<file path="config.mk">
export PLATFORM = sky130hd
export DESIGN_NAME = audio_receiver_flat
export DESIGN_NICKNAME = d
export VERILOG_FILES = /design/src/rtl/audio_pkg.sv /design/src/rtl/audio_receiver_if.sv /design/src/rtl/audio_clk_gen.sv /design/src/rtl/audio_receiver.sv /design/src/flat_wrapper.sv
export SDC_FILE = /design/constraint.sdc
export NUM_CORES = 1
export LEC_CHECK = 0
export BUFFER_PORTS_ARGS = -buffer_cell sky130_fd_sc_hd__clkbuf_2
export CORE_UTILIZATION = 50
export DETAILED_ROUTE_END_ITERATION = 10
export GPL_TIMING_DRIVEN = 1
export PLACE_DENSITY = 0.71
export SLEW_MARGIN = 20
export SYNTH_ARGS = -nofsm -noshare
export SYNTH_HDL_FRONTEND = slang
export SYNTH_SLANG_ARGS = --single-unit
export TNS_END_PERCENT = 10
</file>
<file path="constraint.sdc">
create_clock -name clk -period 2.7 [get_ports clk]
set_input_delay 0.135 -clock clk [delete_from_list [all_inputs] [get_ports clk]]
set_output_delay 0.135 -clock clk [all_outputs]
set_load 0.005 [all_outputs]
</file>
<file path="src/rtl/audio_pkg.sv">
// Shared audio constants and the capture state type, common to the speaker and receiver paths.
package audio_pkg;

  localparam int unsigned AUDIO_DATA_W        = 16;
  localparam int unsigned AUDIO_MCLK_DIV_LOG2 = 2;
  localparam int unsigned AUDIO_SCK_DIV_LOG2  = 3;
  localparam int unsigned AUDIO_LRCK_DIV_LOG2 = 9;
  localparam int unsigned AUDIO_PEAK_DECAY_W  = 8;

  typedef enum logic [1:0] {
    SYNC,
    LEFT,
    RIGHT
  } audio_state_e;

endpackage

</file>
<file path="src/rtl/audio_receiver_if.sv">
// Codec pins plus the stereo-frame output handshake of the audio receiver.
// Optional AUDIO_RX_PEAK_EN adds the peak_level signal.
interface audio_receiver_if #(
  parameter int unsigned DATA_W = audio_pkg::AUDIO_DATA_W
);

  logic              audio_sdout;
  logic              out_ready;
  logic              clear_ovr;
  logic              audio_mclk;
  logic              audio_lrck;
  logic              audio_sck;
  logic              out_valid;
  logic [DATA_W-1:0] out_left;
  logic [DATA_W-1:0] out_right;
  logic              overrun;
`ifdef AUDIO_RX_PEAK_EN
  logic [DATA_W-2:0] peak_level;

  modport master (
    input  audio_sdout, out_ready, clear_ovr,
    output audio_mclk, audio_lrck, audio_sck,
    output out_valid, out_left, out_right, overrun, peak_level
  );

  modport slave (
    output audio_sdout, out_ready, clear_ovr,
    input  audio_mclk, audio_lrck, audio_sck,
    input  out_valid, out_left, out_right, overrun, peak_level
  );
`else
  modport master (
    input  audio_sdout, out_ready, clear_ovr,
    output audio_mclk, audio_lrck, audio_sck,
    output out_valid, out_left, out_right, overrun
  );

  modport slave (
    output audio_sdout, out_ready, clear_ovr,
    input  audio_mclk, audio_lrck, audio_sck,
    input  out_valid, out_left, out_right, overrun
  );
`endif

endinterface

</file>
<file path="src/rtl/audio_clk_gen.sv">
// Free-running divider producing mclk/sck/lrck, the sck-rising bit strobe and the slot index.
module audio_clk_gen #(
  parameter int unsigned MCLK_DIV_LOG2 = audio_pkg::AUDIO_MCLK_DIV_LOG2,
  parameter int unsigned SCK_DIV_LOG2  = audio_pkg::AUDIO_SCK_DIV_LOG2,
  parameter int unsigned LRCK_DIV_LOG2 = audio_pkg::AUDIO_LRCK_DIV_LOG2
) (
  input  logic                                  clk,
  input  logic                                  rst,
  output logic [LRCK_DIV_LOG2-1:0]              cnt,
  output logic                                  mclk,
  output logic                                  sck,
  output logic                                  lrck,
  output logic                                  bit_stb_c,
  output logic [LRCK_DIV_LOG2-SCK_DIV_LOG2-2:0] slot_c
);

  localparam int unsigned CNT_W     = LRCK_DIV_LOG2;
  localparam int unsigned STB_PHASE = 2 ** (SCK_DIV_LOG2 - 1);

  logic [CNT_W-1:0] cnt_q;
  logic [CNT_W-1:0] cnt_d;

  always_comb begin
    cnt_d = cnt_q + CNT_W'(1);
  end

  always_ff @(posedge clk or posedge rst) begin
    if (rst) cnt_q <= '0;
    else     cnt_q <= cnt_d;
  end

  // Clocks are plain counter bits, so they are registered and glitch-free.
  assign cnt       = cnt_q;
  assign mclk      = cnt_q[MCLK_DIV_LOG2-1];
  assign sck       = cnt_q[SCK_DIV_LOG2-1];
  assign lrck      = cnt_q[LRCK_DIV_LOG2-1];
  assign bit_stb_c = (cnt_q[SCK_DIV_LOG2-1:0] == SCK_DIV_LOG2'(STB_PHASE));
  assign slot_c    = cnt_q[LRCK_DIV_LOG2-2:SCK_DIV_LOG2];

endmodule

</file>
<file path="src/rtl/audio_receiver.sv">
// I2S capture from the audio Pmod ADC into a one-entry stereo-frame buffer with overrun flag.
// Optional AUDIO_RX_PEAK_EN adds a decaying peak-level meter.
module audio_receiver
  import audio_pkg::*;
#(
  parameter int unsigned DATA_W        = AUDIO_DATA_W,
  parameter int unsigned MCLK_DIV_LOG2 = AUDIO_MCLK_DIV_LOG2,
  parameter int unsigned SCK_DIV_LOG2  = AUDIO_SCK_DIV_LOG2,
  parameter int unsigned LRCK_DIV_LOG2 = AUDIO_LRCK_DIV_LOG2
) (
  input  logic             clk,
  input  logic             rst,
  audio_receiver_if.master bus
);

  localparam int unsigned    CNT_W    = LRCK_DIV_LOG2;
  localparam int unsigned    SLOT_W   = LRCK_DIV_LOG2 - 1 - SCK_DIV_LOG2;
  localparam logic [CNT_W-1:0] CNT_HALF = {1'b1, {(CNT_W-1){1'b0}}};
  localparam logic [CNT_W-1:0] CNT_LAST = '1;

  if ((2 ** SLOT_W) < (DATA_W + 1)) begin : g_bad_div
    $error("audio_receiver: half-frame too short for DATA_W+1 sck slots");
  end

  logic [CNT_W-1:0]  cnt_c;
  logic              bit_stb_c;
  logic [SLOT_W-1:0] slot_c;

  audio_clk_gen #(
    .MCLK_DIV_LOG2 (MCLK_DIV_LOG2),
    .SCK_DIV_LOG2  (SCK_DIV_LOG2),
    .LRCK_DIV_LOG2 (LRCK_DIV_LOG2)
  ) u_clk_gen (
    .clk       (clk),
    .rst       (rst),
    .cnt       (cnt_c),
    .mclk      (bus.audio_mclk),
    .sck       (bus.audio_sck),
    .lrck      (bus.audio_lrck),
    .bit_stb_c (bit_stb_c),
    .slot_c    (slot_c)
  );

  audio_state_e      state_q, state_d;
  logic [DATA_W-1:0] left_sr_q, left_sr_d;
  logic [DATA_W-1:0] right_sr_q, right_sr_d;
  logic              out_valid_q, out_valid_d;
  logic [DATA_W-1:0] out_left_q, out_left_d;
  logic [DATA_W-1:0] out_right_q, out_right_d;
  logic              overrun_q, overrun_d;
  logic              in_slot_c;
  logic              frame_done_c;
  logic [DATA_W-1:0] right_word_c;

  // Slot 0 is the I2S one-bit delay; slots past DATA_W carry nothing.
  assign in_slot_c    = bit_stb_c && (slot_c >= SLOT_W'(1)) && (slot_c <= SLOT_W'(DATA_W));
  assign right_word_c = {right_sr_q[DATA_W-2:0], bus.audio_sdout};

  always_comb begin
    state_d      = state_q;
    left_sr_d    = left_sr_q;
    right_sr_d   = right_sr_q;
    out_valid_d  = out_valid_q;
    out_left_d   = out_left_q;
    out_right_d  = out_right_q;
    overrun_d    = overrun_q;
    frame_done_c = 1'b0;

    case (state_q)
      SYNC: begin
        if (cnt_c == '0) state_d = LEFT;
      end
      LEFT: begin
        if (in_slot_c) left_sr_d = {left_sr_q[DATA_W-2:0], bus.audio_sdout};
        if (cnt_c == CNT_HALF) state_d = RIGHT;
      end
      RIGHT: begin
        if (in_slot_c) right_sr_d = right_word_c;
        if (bit_stb_c && (slot_c == SLOT_W'(DATA_W))) frame_done_c = 1'b1;
        if (cnt_c == CNT_LAST) state_d = LEFT;
      end
      default: state_d = SYNC;
    endcase

    // A drop in the same cycle as clear_ovr leaves the flag set.
    if (bus.clear_ovr) overrun_d = 1'b0;
    if (frame_done_c) begin
      if (!out_valid_q || bus.out_ready) begin
        out_valid_d = 1'b1;
        out_left_d  = left_sr_q;
        out_right_d = right_word_c;
      end else begin
        overrun_d = 1'b1;
      end
    end else if (out_valid_q && bus.out_ready) begin
      out_valid_d = 1'b0;
    end
  end

  always_ff @(posedge clk or posedge rst) begin
    if (rst) begin
      state_q     <= SYNC;
      left_sr_q   <= '0;
      right_sr_q  <= '0;
      out_valid_q <= 1'b0;
      out_left_q  <= '0;
      out_right_q <= '0;
      overrun_q   <= 1'b0;
    end else begin
      state_q     <= state_d;
      left_sr_q   <= left_sr_d;
      right_sr_q  <= right_sr_d;
      out_valid_q <= out_valid_d;
      out_left_q  <= out_left_d;
      out_right_q <= out_right_d;
      overrun_q   <= overrun_d;
    end
  end

  assign bus.out_valid = out_valid_q;
  assign bus.out_left  = out_left_q;
  assign bus.out_right = out_right_q;
  assign bus.overrun   = overrun_q;

`ifdef AUDIO_RX_PEAK_EN
  logic [DATA_W-2:0]             peak_q, peak_d;
  logic [AUDIO_PEAK_DECAY_W-1:0] decay_q, decay_d;
  logic [DATA_W-2:0]             abs_l_c, abs_r_c;

  // Magnitude with the most negative code saturated to full scale.
  function automatic logic [DATA_W-2:0] abs_sat(input logic [DATA_W-1:0] x);
    if (!x[DATA_W-1])                          return x[DATA_W-2:0];
    else if (x == {1'b1, {(DATA_W-1){1'b0}}})  return '1;
    else                                       return (DATA_W-1)'(~x + DATA_W'(1));
  endfunction

  assign abs_l_c = abs_sat(left_sr_q);
  assign abs_r_c = abs_sat(right_word_c);

  always_comb begin
    peak_d  = peak_q;
    decay_d = decay_q;
    if (cnt_c == CNT_LAST) begin
      decay_d = decay_q + AUDIO_PEAK_DECAY_W'(1);
      if (decay_q == '1) peak_d = peak_q - (peak_q >> 3);
    end
    if (frame_done_c) begin
      if (abs_l_c > peak_d) peak_d = abs_l_c;
      if (abs_r_c > peak_d) peak_d = abs_r_c;
    end
  end

  always_ff @(posedge clk or posedge rst) begin
    if (rst) begin
      peak_q  <= '0;
      decay_q <= '0;
    end else begin
      peak_q  <= peak_d;
      decay_q <= decay_d;
    end
  end

  assign bus.peak_level = peak_q;
`endif

endmodule

</file>
<file path="src/flat_wrapper.sv">
// flat-port wrapper written by rule: the top's interface ports become plain ports
module audio_receiver_flat import audio_pkg::*;
#(
  parameter int unsigned DATA_W        = AUDIO_DATA_W,
  parameter int unsigned MCLK_DIV_LOG2 = AUDIO_MCLK_DIV_LOG2,
  parameter int unsigned SCK_DIV_LOG2  = AUDIO_SCK_DIV_LOG2,
  parameter int unsigned LRCK_DIV_LOG2 = AUDIO_LRCK_DIV_LOG2
)
  (clk, rst, bus_audio_sdout, bus_out_ready, bus_clear_ovr, bus_audio_mclk, bus_audio_lrck, bus_audio_sck, bus_out_valid, bus_out_left, bus_out_right, bus_overrun);
  audio_receiver_if #(.DATA_W(DATA_W)) bus_i ();
  input  logic clk;
  input  logic rst;
  input wire logic [$bits(bus_i.audio_sdout)-1:0] bus_audio_sdout;
  input wire logic [$bits(bus_i.out_ready)-1:0] bus_out_ready;
  input wire logic [$bits(bus_i.clear_ovr)-1:0] bus_clear_ovr;
  output wire logic [$bits(bus_i.audio_mclk)-1:0] bus_audio_mclk;
  output wire logic [$bits(bus_i.audio_lrck)-1:0] bus_audio_lrck;
  output wire logic [$bits(bus_i.audio_sck)-1:0] bus_audio_sck;
  output wire logic [$bits(bus_i.out_valid)-1:0] bus_out_valid;
  output wire logic [$bits(bus_i.out_left)-1:0] bus_out_left;
  output wire logic [$bits(bus_i.out_right)-1:0] bus_out_right;
  output wire logic [$bits(bus_i.overrun)-1:0] bus_overrun;
  assign bus_i.audio_sdout = bus_audio_sdout;
  assign bus_i.out_ready = bus_out_ready;
  assign bus_i.clear_ovr = bus_clear_ovr;
  assign bus_audio_mclk = bus_i.audio_mclk;
  assign bus_audio_lrck = bus_i.audio_lrck;
  assign bus_audio_sck = bus_i.audio_sck;
  assign bus_out_valid = bus_i.out_valid;
  assign bus_out_left = bus_i.out_left;
  assign bus_out_right = bus_i.out_right;
  assign bus_overrun = bus_i.overrun;
  audio_receiver #(.DATA_W(DATA_W), .MCLK_DIV_LOG2(MCLK_DIV_LOG2), .SCK_DIV_LOG2(SCK_DIV_LOG2), .LRCK_DIV_LOG2(LRCK_DIV_LOG2)) u_core (.clk(clk), .rst(rst), .bus(bus_i));
endmodule
</file>
Yosys cells after proc, flatten, opt, wreduce, memory -nomap -nowiden
Cells that the tools add are included.

Register bits after elaboration: 76. Input bits: 5. Output and inout bits: 37. Logic and storage cells: 47.

$add $sub $neg: 1. Order comparisons: 2. Equality and inequality tests: 10. Mux-type cells: 12. Reductions and logical operators: 14.

Operators with widths (count): $eq 9x9->1 const B (2); $add 9x1->9 const B (1); $logic_not 9->1 (1); $mux 1 (8); $reduce_and 2->1 (4); $mux 2 (3); $ne 2x1->1 const B (3); $pmux 2 s3 (1); $eq 5x5->1 const B (1); $ge 5x1->1 const B (1); $le 5x5->1 const B (1); $logic_and 1x1->1 (4); $eq 3x3->1 const B (1); $reduce_and 3->1 (1); $eq 2x1->1 const B (1); $eq 2x2->1 const B (1); $logic_not 2->1 (1); $ne 2x2->1 const B (1); $reduce_bool 2->1 (1); $logic_not 1->1 (1); $logic_or 1x1->1 (1).

Depth between registers and ports, before layout
Gate-level depths: netlist of the first run.

Depth after elaboration: 6. Depth in mapped cells: 7.

Cells and area by module
From an unflattened synthesis of the first run, not the netlist that was laid out.

Cell total of the unflattened synthesis: 203. Area, all modules: 3169.3 sq um.

By module, submodules not included: audio_receiver (times used 1, cells an instance 163, area each 2723.9 sq um, seq. area each 1676.6 sq um); audio_clk_gen (times used 1, cells an instance 40, area each 445.4 sq um, seq. area each 225.2 sq um).

Least setup slack after synthesis of the first run
No wires, ideal clock.

Path kind: flip-flop to flip-flop. Start point: register u_core.u_clk_gen.cnt_q[4], in the netlist u_core.u_clk_gen.cnt[4]. End point: register u_core.left_sr_q[0]. Setup time: 125 ps. Arrival time: 1913 ps. Data required time: 2575 ps. Setup slack: 663 ps. Cell stages (with the launch flop): 6. Buffers on the path: 1. Cell sequence: dfrtp_1 -> or4_4 -> xor2_1 -> nand4b_2 -> buf_6 -> mux2_2.

Longest elaborated chain between the ends: 4. Elaborated cells between the ends (all ways): 5. Classes of those cells: order compare (2); reduce/logical (3).

RTL lines: from (decl) (line audio_clk_gen.sv:20) `logic [CNT_W-1:0] cnt_q;`; from (signal assigned) (line audio_clk_gen.sv:29) `else cnt_q <= cnt_d;`; $ge 5x1->1 (line audio_receiver.sv:56) `assign in_slot_c = bit_stb_c && (slot_c >= SLOT_W'(1)) && (slot_c <= SLOT_W'(DATA_W));`; $logic_and 1x1->1 (line audio_receiver.sv:56); $logic_and 1x1->1 * (line audio_receiver.sv:56); $reduce_and 2->1 (no line) *; to (signal assigned) (line audio_receiver.sv:111) `left_sr_q <= left_sr_d;`; to (decl) (line audio_receiver.sv:45) `logic [DATA_W-1:0] left_sr_q, left_sr_d;`.

Mark *: on every way between the ends. The rest lies on a longest branch, timed or not. A chain may end at the register's enable or synchronous reset.

Worst setup path in the final report of the first run
Start point: register u_core.u_clk_gen.cnt_q[4], in the netlist u_core.u_clk_gen.cnt[4]. End point: register u_core.out_right_q[1], in the netlist u_core.bus.out_right[1].

Longest elaborated chain between the ends: 5.

RTL lines: $eq 5x5->1 (line audio_receiver.sv:79) `if (bit_stb_c && (slot_c == SLOT_W'(DATA_W))) frame_done_c = 1'b1;`; $logic_and 1x1->1 (line audio_receiver.sv:79); $mux 1 (line audio_receiver.sv:79); $mux 1 (line audio_receiver.sv:69) `case (state_q)`; $reduce_and 2->1 (no line); to (signal assigned) (line audio_receiver.sv:115) `out_right_q <= out_right_d;`; to (decl) (line audio_receiver.sv:49) `logic [DATA_W-1:0] out_right_q, out_right_d;`.

No other way between the ends.

==> results.yml, run 1 <==
die:
  row_count: 28
  dieArea_um2: 6500
  start_util: 0.519
  die_w_um: 80.7
  pin_count: 42
  coreArea_um2: 5960
  die_h_um: 80.7
cts:
  post_cts_buffers: 0
  root_buffer: "clkbuf_8"
  cts_tree: "built"
  clock_latency_ns: 0.33
  htreeDepth: 3
  cts_buffers: 9
  clock_sinks: 76
  cts_buffer_depth: 2
  clk_pin_slew_ns: 0.08
logic_synthesis:
  syn_area_um2: 3090
  async_flop_share: 1.00
  synth-edff-count: 0
  synth_most_common_cell: "dfrtp_1"
  syn-instance-count: 186
  yosys-top-cells-count: "76 x dfrtp_1, 33 x mux2_2, 30 x mux2_4"
  synth_top_cell_by_area: "dfrtp_1"
  yosys_warnings: 0
  synth_seq_cells: 76
  synth_nets: 194
  synth_top_area_frac: 0.615
  synthTopCellsByArea: "dfrtp_1 61%, mux2_4 15%, mux2_2 12%"
  synth_cell_types: 27
  avgSynthCellArea_um2: 16.6
  synth_ff_type: "dfrtp_1"
  ys_seq_area_frac: 0.615
global_routing:
  grt_use_total: 0.162
  antenna_found_initial: 0
  grt_max_degree: 37
  overflow: 0
  grt_pass1_wl_um: 7820
  grt_pass1_vias: 1671
power_and_ir_drop:
  cellInternalPower_w: 0.00160
  pwr_density_cell_nw_per_um2: 567
  seqPwrFrac: 0.561
  clockPowerShare: 0.421
  max-vdd-ir-drop_mv: 0.321
  comb_power_share: 0.017
  switching_power_w: 0.000438
  p_leak_nw: 1.95
  p_sw_frac: 0.215
final_layout:
  utilization: 0.604
  instances_no_fill: 320
  design_area_um2: 3600
  nNetsFinal: 248
  layout-drive-gt1-share: 0.539
  syn2layout_area_growth_pct: 16.3
  diodes: 0
critical_path:
  cp-end-kind: "flop"
  cp_cell_sequence: "or4_4 > nor4_4 > nand3_4 > buf_4 > mux2_4"
  crit_fanout: 32
  arrival_ns: 2.37
  setup.worst_path.start_class: "flop"
  required_ns: 2.92
  max_stage_delay_ns: 0.59
  slowest_stage: "or4_4"
  crit_type: "reg2reg"
timing:
  worst_pin_slew_ns: 0.724
  slew_headroom: 0.516
  rsz0062_at_grt: "false"
  setup_viol: 0
  skew_ns: 0.00910
  period_needed_ns: 2.15
  finalHoldViolCount: 0
  fin_crit_sh: 0.797
  fmax_ghz: 0.465
  drv_slew: 0
  final.setup.tns_ns: 0
route:
  route.top_layer_used: "met4"
  wl_um: 4570
  wl_met1_um: 2190
  wl_per_cell_um: 14.3
  firstDrtPassIters: 4
  antenna_left: 0
  via_per_inst: 4.92
  num_vias: 1573
  drtIter0Drc: 63
  routed-wl-met3_um: 139
  drcViolationCount: 0
  wl_met2_um: 2200
placement:
  portBuffers: 41
  dpl.cell_count: 302
  gp_congestion: 0.745
  detailed_place_hpwl_um: 3010
  place_area_um2: 3380
worst_hold_path:
  hp-class: "in2reg"
status:
  status: "finished, final reports clean"
run:
  cap_viol_max_count: 0
## kinds of logic (layout without fill, tap and decap cells)
family,after synthesis,after routing,share of synthesized area
flops,76,76,0.615
mux,64,64,0.269
simple gates,22,22,0.0530
buf+inv,11,70,0.0243
xor+xnor,7,7,0.0198
fa+ha+maj,3,3,0.0121
compound gates,3,3,0.00688
## critical path, delay by kind of cell (launching register included)
kind	cells	cell delay (ns)
and+or+nand+nor	3	0.90
muxes	1	0.36
buffers and inverters	1	0.32
DFF	1	0.44
## power by group through the flow
stage          Clock, W  Combinational [W]  Sequential (W)
2_1_floorplan         0          0.0000216         0.00117
3_3_place_gp          0          0.0000345         0.00117
3_5_place_dp          0          0.0000352         0.00117
4_1_cts        0.000884          0.0000377         0.00115
5_1_grt        0.000939          0.0000417         0.00115
6_report       0.000860          0.0000353         0.00115
## per-stage QoR
step / hold WS [ns] / setup WS [ns] / power (W)
detailed placement: 0.288 / 0.557 / 0.00120
finish: 0.0964 / 0.549 / 0.00204
global placement: 0.281 / 0.599 / 0.00120
CTS: 0.0892 / 0.538 / 0.00207
floorplan: 0.234 / 0.627 / 0.00119
global route: 0.104 / 0.473 / 0.00213
## what timing repair did
action | in CTS | in global routing
hold buffers | 2 | 0
endpoints found under the hold margin | 34 | 0
gates resized for setup | 0 | 0
## layout by cell type (no fill, tap or decap), types with 2 or more instances in the layout
cell,n
buf_4,5
clkbuf_2,41
clkbuf_8,10
clkinv_2,2
clkinvlp_4,2
dfrtp_1,76
dlygate4sd3_1,2
ha_1,3
inv_1,5
mux2_2,33
mux2_4,30
nand2_1,6
nand3_1,2
nor3_1,3
xnor2_1,4
xor2_1,3
## routing by layer
layer | GRT usage | up-vias
met2 | 0.245 | 24
met3 | 0.0398 | 4
met4 | 0.0804 | 0
met5 | 0 | -
met1 | 0.216 | 788
li1 | - | 757
## area by class of cell
class                           instances  area (um^2)
Clock buffer                           10          138
Clock inverter                          6         63.8
Sequential cell                        76         1900
Multi-Input combinational cell         99         1120
Timing Repair Buffer                   48          263
Tap cell                               75         93.8
Fill cell                             494         2360
Inverter                                6         22.5
## final timing paths
| path | from | to | slack [ns] | cells after the start |
|---|---|---|---|---|
| max | u_core.u_clk_gen.cnt[4]$_DFF_PP0_ | u_core.bus.out_right[1]$_DFFE_PP0P_ | 0.55 | 5 |
| min | bus_audio_sdout | u_core.bus.out_right[0]$_DFFE_PP0P_ | 0.1 | 2 |
| max reg2reg | u_core.u_clk_gen.cnt[4]$_DFF_PP0_ | u_core.bus.out_right[1]$_DFFE_PP0P_ | 0.55 | 5 |
| min reg2reg | u_core.state_q[1]$_DFFE_PP0P_ | u_core.state_q[0]$_DFFE_PP0P_ | 0.48 | 1 |
| max in group asynchronous | rst | u_core.left_sr_q[3]$_DFFE_PP0P_ | 1.44 | 4 |
| min in group asynchronous | rst | u_core.bus.out_right[4]$_DFFE_PP0P_ | 0.46 | 3 |
## sequential cells by signal, summed over array words and instances (netlist names)
signal	cells
u_core.bus.out_right	16
u_core.state_q	2
u_core.left_sr_q	16
u_core.bus.overrun	1
u_core.u_clk_gen.cnt	9
u_core.bus.out_left	16
u_core.right_sr_q	15
u_core.bus.out_valid	1
No activity file was read; power rests on OpenSTA's default activity.
==> run 2, diff against run 1 <==
--- a/config.mk
+++ b/config.mk
@@ -9,7 +9,7 @@
 export CORE_UTILIZATION = 50
 export DETAILED_ROUTE_END_ITERATION = 10
 export GPL_TIMING_DRIVEN = 1
-export PLACE_DENSITY = 0.71
+export PLACE_DENSITY = 0.74
 export SLEW_MARGIN = 20
 export SYNTH_ARGS = -nofsm -noshare
 export SYNTH_HDL_FRONTEND = slang
==> constraint.sdc (replaced) <==
create_clock -name clk -period 1.9 [get_ports clk]
set_input_delay 0.095 -clock clk [delete_from_list [all_inputs] [get_ports clk]]
set_output_delay 0.095 -clock clk [all_outputs]
set_load 0.005 [all_outputs]
==> run 2 against run 1 <==
The run now ends with negative setup slack left. Combinational power up 59%. Power up 53%. Sequential share of layout area down 4.1 points. Wire length up 4.6%. Hold slack worse by 0.078 ns. First-iteration DRC count down 7.9%. Clock power up 67%. Critical endpoint is now u_core.left_sr_q[1]$_DFFE_PP0P_.
==> results.yml, run 2 (synthesized netlist as in run 1, its figures left out) <==
status:
  status: "finished, violations left"
  failed_checks: "negative setup slack"
worst_hold_path:
  hp-class: "in2reg"
timing:
  skew_ns: 0.0134
  rsz0062_at_grt: "true"
  worst_pin_slew_ns: 0.408
  fmax_ghz: 0.500
  finalHoldViolCount: 0
  fin_crit_sh: 1.05
  drv_slew: 0
  setup_ws_ns: -0.0999
  period_needed_ns: 2.00
  slew_headroom: 0.728
  setup_viol: 63
global_routing:
  grt_max_degree: 49
  grt_pass1_wl_um: 7830
  overflow: 0
  grtUsageMet2: 0.255
  grt_use_total: 0.165
  antenna_found_initial: 0
  use_met1: 0.212
  grt.busiest_layer: "met2"
  grt_pass1_vias: 1673
  use_met3: 0.0375
power_and_ir_drop:
  comb_power_share: 0.018
  pwr_density_cell_nw_per_um2: 802
  p_leak_nw: 2.13
  switching_power_w: 0.000610
  max-vdd-ir-drop_mv: 0.451
  cellInternalPower_w: 0.00252
  p_sw_frac: 0.195
  seqPwrFrac: 0.521
  clockPowerShare: 0.461
placement:
  dpl.cell_count: 312
  detailed_place_hpwl_um: 3220
  gp_congestion: 0.686
  place_area_um2: 3550
  portBuffers: 41
route:
  via_per_inst: 4.92
  antenna_left: 0
  wl_um: 4780
  firstDrtPassIters: 4
  wl_per_cell_um: 14.4
  num_vias: 1639
  drcViolationCount: 0
  drtIter0Drc: 58
critical_path:
  crit_fanout: 8
  crit_type: "reg2reg"
  arrival_ns: 2.23
  cp_cell_sequence: "or4_4 > buf_6 > xor2_4 > nand4b_4 > clkbuf_16 > mux2_2"
  setup.worst_path.start_class: "flop"
  required_ns: 2.13
  max_stage_delay_ns: 0.56
  cp-end-kind: "flop"
  slowest_stage: "or4_4"
cts:
  root_buffer: "clkbuf_8"
  clk_pin_slew_ns: 0.08
  htreeDepth: 3
  cts_tree: "built"
  cts_buffers: 9
  cts_buffer_depth: 2
  clock_latency_ns: 0.34
  clock_sinks: 76
die:
  coreArea_um2: 5960
  dieArea_um2: 6500
  pin_count: 42
  start_util: 0.519
  die_w_um: 80.7
  row_count: 28
  die_h_um: 80.7
run:
  cap_viol_max_count: 0
final_layout:
  instances_no_fill: 333
  diodes: 0
  nNetsFinal: 261
  final_common_cell: "dfrtp_1"
  final_cell_mix: "76 x dfrtp_1, 41 x mux2_4, 41 x clkbuf_2"
  design_area_um2: 3900
  layout-drive-gt1-share: 0.562
  syn2layout_area_growth_pct: 26.2
  utilization: 0.655
[run 2: cell count changes in the layout (fill, tap and decap cells not counted), sizes merged]
| cell | change |
|---|---|
| buf | +12 |
| clkbuf | +1 |
| inv | -1 |
| bufinv | +2 |
| clkinvlp | -1 |
[run 2: layer usage]
metal / vias up / wire [um]
li1: 790 / -
met1: 820 / 2280
met2: 21 / 2310
met3: 8 / 108
met4: 0 / 86
met5: - / 0
[run 2: worst max-delay path: cells and delay by family (launching register included)]
family,cells,cell delay (ns)
DFF,1,0.38
xor gates and xnor gates,1,0.16
buffers and inverters,2,0.32
and+or+nand+nor,2,0.70
muxes,1,0.33
[run 2: path summary, 6_finish.rpt]
check                                                  start                                  end  slack [ns]  depth (start not counted)
max                        u_core.u_clk_gen.cnt[6]$_DFF_PP0_      u_core.left_sr_q[1]$_DFFE_PP0P_        -0.1                          6
min                                          bus_audio_sdout     u_core.right_sr_q[0]$_DFFE_PP0P_        0.02                          2
max reg2reg                u_core.u_clk_gen.cnt[6]$_DFF_PP0_      u_core.left_sr_q[1]$_DFFE_PP0P_        -0.1                          6
min reg2reg                u_core.u_clk_gen.cnt[0]$_DFF_PP0_    u_core.u_clk_gen.cnt[0]$_DFF_PP0_        0.46                          1
max in group asynchronous                                rst  u_core.bus.out_left[12]$_DFFE_PP0P_        1.29                          4
min in group asynchronous                                rst    u_core.u_clk_gen.cnt[3]$_DFF_PP0_        0.35                          4
[run 2: power groups by stage]
stage               logic (W)  registers, W  clock network, W
global route        0.0000650       0.00163           0.00155
CTS                 0.0000590       0.00163           0.00148
finish              0.0000561       0.00163           0.00144
global placement    0.0000548       0.00166                 0
detailed placement  0.0000555       0.00166                 0
floorplan           0.0000312       0.00166                 0
[run 2: timing repair]
action                     in CTS  in global routing
setup endpoints to repair      63                 64
pin swaps                       2                  1
hold endpoints to repair       77                  0
buffers inserted                1                  1
gates resized for setup         1                 11
cloned                          0                  1
hold buffers                    2                  0
[run 2: stage by stage]
step / setup slack (ns) / setup TNS [ns] / hold slack (ns) / power (W)
2_1_floorplan: -0.0367 / -1.52 / 0.194 / 0.00169
3_3_place_gp: -0.111 / -2.58 / 0.160 / 0.00172
3_5_place_dp: -0.157 / -4.41 / 0.160 / 0.00172
4_1_cts: -0.0981 / -4.27 / 0.0153 / 0.00317
5_1_grt: -0.146 / -6.35 / 0.0172 / 0.00325
6_report: -0.0999 / -3.30 / 0.0185 / 0.00313
[run 2: area by class of cell]
class / count / area, um^2
inverters: 6 / 26.3
flip-flops and latches: 76 / 1900
repair buffers: 61 / 457
clock inverters: 6 / 113
fillers: 434 / 2050
multi-input cells: 99 / 1180
well taps: 75 / 93.8
clock buffers: 10 / 128
==> run 3, diff against run 2 <==
--- a/config.mk
+++ b/config.mk
@@ -5,11 +5,12 @@
 export SDC_FILE = /design/constraint.sdc
 export NUM_CORES = 1
 export LEC_CHECK = 0
+export ABC_AREA = 1
 export BUFFER_PORTS_ARGS = -buffer_cell sky130_fd_sc_hd__clkbuf_2
 export CORE_UTILIZATION = 50
 export DETAILED_ROUTE_END_ITERATION = 10
 export GPL_TIMING_DRIVEN = 1
-export PLACE_DENSITY = 0.74
+export PLACE_DENSITY = 0.7
 export SLEW_MARGIN = 20
 export SYNTH_ARGS = -nofsm -noshare
 export SYNTH_HDL_FRONTEND = slang
==> constraint.sdc (replaced) <==
create_clock -name clk -period 2.3 [get_ports clk]
set_input_delay 0.115 -clock clk [delete_from_list [all_inputs] [get_ports clk]]
set_output_delay 0.115 -clock clk [all_outputs]
set_load 0.005 [all_outputs]
==> run 3 against run 2 <==
The flow now finishes without violations. Final cell count increased by 40%. Clock power decreased by 24%. Core utilization decreased by 5.6 points. Count of clock-buffer cells in the layout unchanged. Via count increased by 38%. Register-to-register slack improved by 0.65 ns. First-iteration DRC count increased to 2.6 times the previous value. Critical path depth increased by 2. Sequential power decreased by 18%. Largest power group unchanged.
==> results.yml, run 3 <==
global_routing:
  grt_use_total: 0.183
  grt_max_degree: 51
  grt_pass1_vias: 2204
  antenna_found_initial: 0
  grt_pass1_wl_um: 9920
  overflow: 0
cts:
  root_buffer: "clkbuf_8"
  cts_tree: "built"
  htreeDepth: 3
  clock_latency_ns: 0.35
  clk_pin_slew_ns: 0.08
  cts_resized: 0
  cts_buffers: 9
  cts_buffer_depth: 2
  clock_sinks: 76
route:
  antenna_left: 0
  wl_per_cell_um: 12.0
  firstDrtPassIters: 4
  drtIter0Drc: 148
  num_vias: 2263
  drcViolationCount: 0
  wl_um: 5600
  via_per_inst: 4.85
timing:
  final.setup.tns_ns: 0
  finalHoldViolCount: 0
  rsz0062_at_grt: "false"
  drv_slew: 0
  slew_headroom: 0.607
  setup_viol: 0
  skew_ns: 0.00588
  period_needed_ns: 1.75
  fin_crit_sh: 0.759
  fmax_ghz: 0.573
  worst_pin_slew_ns: 0.588
critical_path:
  arrival_ns: 1.98
  required_ns: 2.54
  slowest_stage: "dfrtp_1"
  cp-end-kind: "flop"
  crit_type: "reg2reg"
  crit_fanout: 19
  cp_cell_sequence: "inv_1 > ha_1 > nand2_2 > nor3_4 > nand3_4 > buf_4 > nand2_1 > o21ai_2"
  max_stage_delay_ns: 0.42
  setup.worst_path.start_class: "flop"
  reg2reg_slack_ns: 0.55
placement:
  gp_congestion: 0.736
  place_area_um2: 3570
  detailed_place_hpwl_um: 3660
  portBuffers: 41
logic_synthesis:
  syn_area_um2: 3310
  synth_top_area_frac: 0.575
  syn-instance-count: 338
  async_flop_share: 1.00
  yosys-top-cells-count: "105 x nand2_1, 76 x dfrtp_1, 43 x inv_1"
  synth_ff_type: "dfrtp_1"
  synthTopCellsByArea: "dfrtp_1 58%, nand2_1 12%, o21ai_2 8.5%"
  synth_nets: 346
  synth_most_common_cell: "nand2_1"
  synth-edff-count: 0
  ys_seq_area_frac: 0.575
  synth_top_cell_by_area: "dfrtp_1"
  avgSynthCellArea_um2: 9.78
  synth_seq_cells: 76
  yosys_warnings: 0
  synth_cell_types: 24
die:
  coreArea_um2: 6350
  die_w_um: 83.3
  die_h_um: 83.3
  pin_count: 42
  row_count: 29
  dieArea_um2: 6940
  start_util: 0.521
final_layout:
  final_cell_mix: "105 x nand2_1, 76 x dfrtp_1, 42 x inv_1"
  syn2layout_area_growth_pct: 15.1
  utilization: 0.599
  layout-drive-gt1-share: 0.272
  diodes: 0
  design_area_um2: 3810
  final_common_cell: "nand2_1"
  nNetsFinal: 393
worst_hold_path:
  hp-class: "in2reg"
status:
  status: "finished, final reports clean"
run:
  cap_viol_max_count: 0
power_and_ir_drop:
  pwr_density_cell_nw_per_um2: 653
  max-vdd-ir-drop_mv: 0.424
  p_leak_nw: 2.01
## run 3: changes by cell type after synthesis, sizes merged, moves of 4 or more
cell and delta:
nand2 +102, buf +7, mux2 -63, inv +37, nor2 +8, o21ai +32
nand3 +34, xnor2 -4
## run 3: per-layer routing
metal  share of wire  global-route usage
met1            0.49               0.243
met3           0.031              0.0408
met5               0                   0
met2            0.46               0.283
met4           0.023              0.0940
## run 3: kinds of logic (layout without fill, tap and decap cells)
group | count (synthesis) | after routing | share of synthesized area
AND/OR/NAND/NOR | 160 | 160 | 0.220
flip-flops | 76 | 76 | 0.575
buffers and inverters | 58 | 110 | 0.0874
AO/OA/AOI/OAI | 35 | 35 | 0.0905
XOR/XNOR | 6 | 6 | 0.0159
adder cells (fa/ha/maj) | 3 | 3 | 0.0114
## run 3: critical path, delay by kind of cell (launching register included)
| kind | cells | cell delay [ns] |
|---|---|---|
| AO/OA/AOI/OAI | 1 | 0.05 |
| adder cells (fa/ha/maj) | 1 | 0.17 |
| flip-flops | 1 | 0.42 |
| AND/OR/NAND/NOR | 4 | 0.62 |
| buffers and inverters | 2 | 0.36 |
## run 3: per-stage QoR
step	worst slack (ns)	cells	total power (W)	hold slack (ns)
5_1_grt	0.394	467	0.00259	0.0287
6_report	0.555	467	0.00249	0.0350
2_1_floorplan	0.247	338	0.00139	0.214
4_1_cts	0.534	467	0.00252	0.0294
3_3_place_gp	0.594	449	0.00141	0.199
3_5_place_dp	0.552	449	0.00141	0.202
## run 3: worst paths after layout
check / startpoint / end / cells past startpoint
worst max-delay path: u_core.u_clk_gen.cnt[1]$_DFF_PP0_ / u_core.bus.out_left[12]$_DFFE_PP0P_ / 8
worst min-delay path: bus_audio_sdout / u_core.left_sr_q[0]$_DFFE_PP0P_ / 3
worst max register to register: u_core.u_clk_gen.cnt[1]$_DFF_PP0_ / u_core.bus.out_left[12]$_DFFE_PP0P_ / 8
worst min register to register: u_core.u_clk_gen.cnt[0]$_DFF_PP0_ / u_core.u_clk_gen.cnt[0]$_DFF_PP0_ / 1
max in group asynchronous: rst / u_core.left_sr_q[15]$_DFFE_PP0P_ / 4
min in group asynchronous: rst / u_core.bus.out_right[8]$_DFFE_PP0P_ / 3
## run 3: where the power goes
group | internal (W) | switching, W
registers | 0.00134 | 0.00000372
logic | 0.0000111 | 0.0000325
clock network | 0.000611 | 0.000489
## run 3: cell type report
class | count | area (um^2)
Clock buffer | 10 | 128
Clock inverter | 6 | 88.8
Fill cell | 535 | 2540
Inverter | 45 | 169
Multi-Input combinational cell | 204 | 1110
Sequential cell | 76 | 1900
Tap cell | 77 | 96.3
Timing Repair Buffer | 49 | 308
## run 3: timing repair
item,4_1_cts,5_1_grt
buffers inserted,0,0
hold endpoints to repair,27,0
hold buffers,2,0
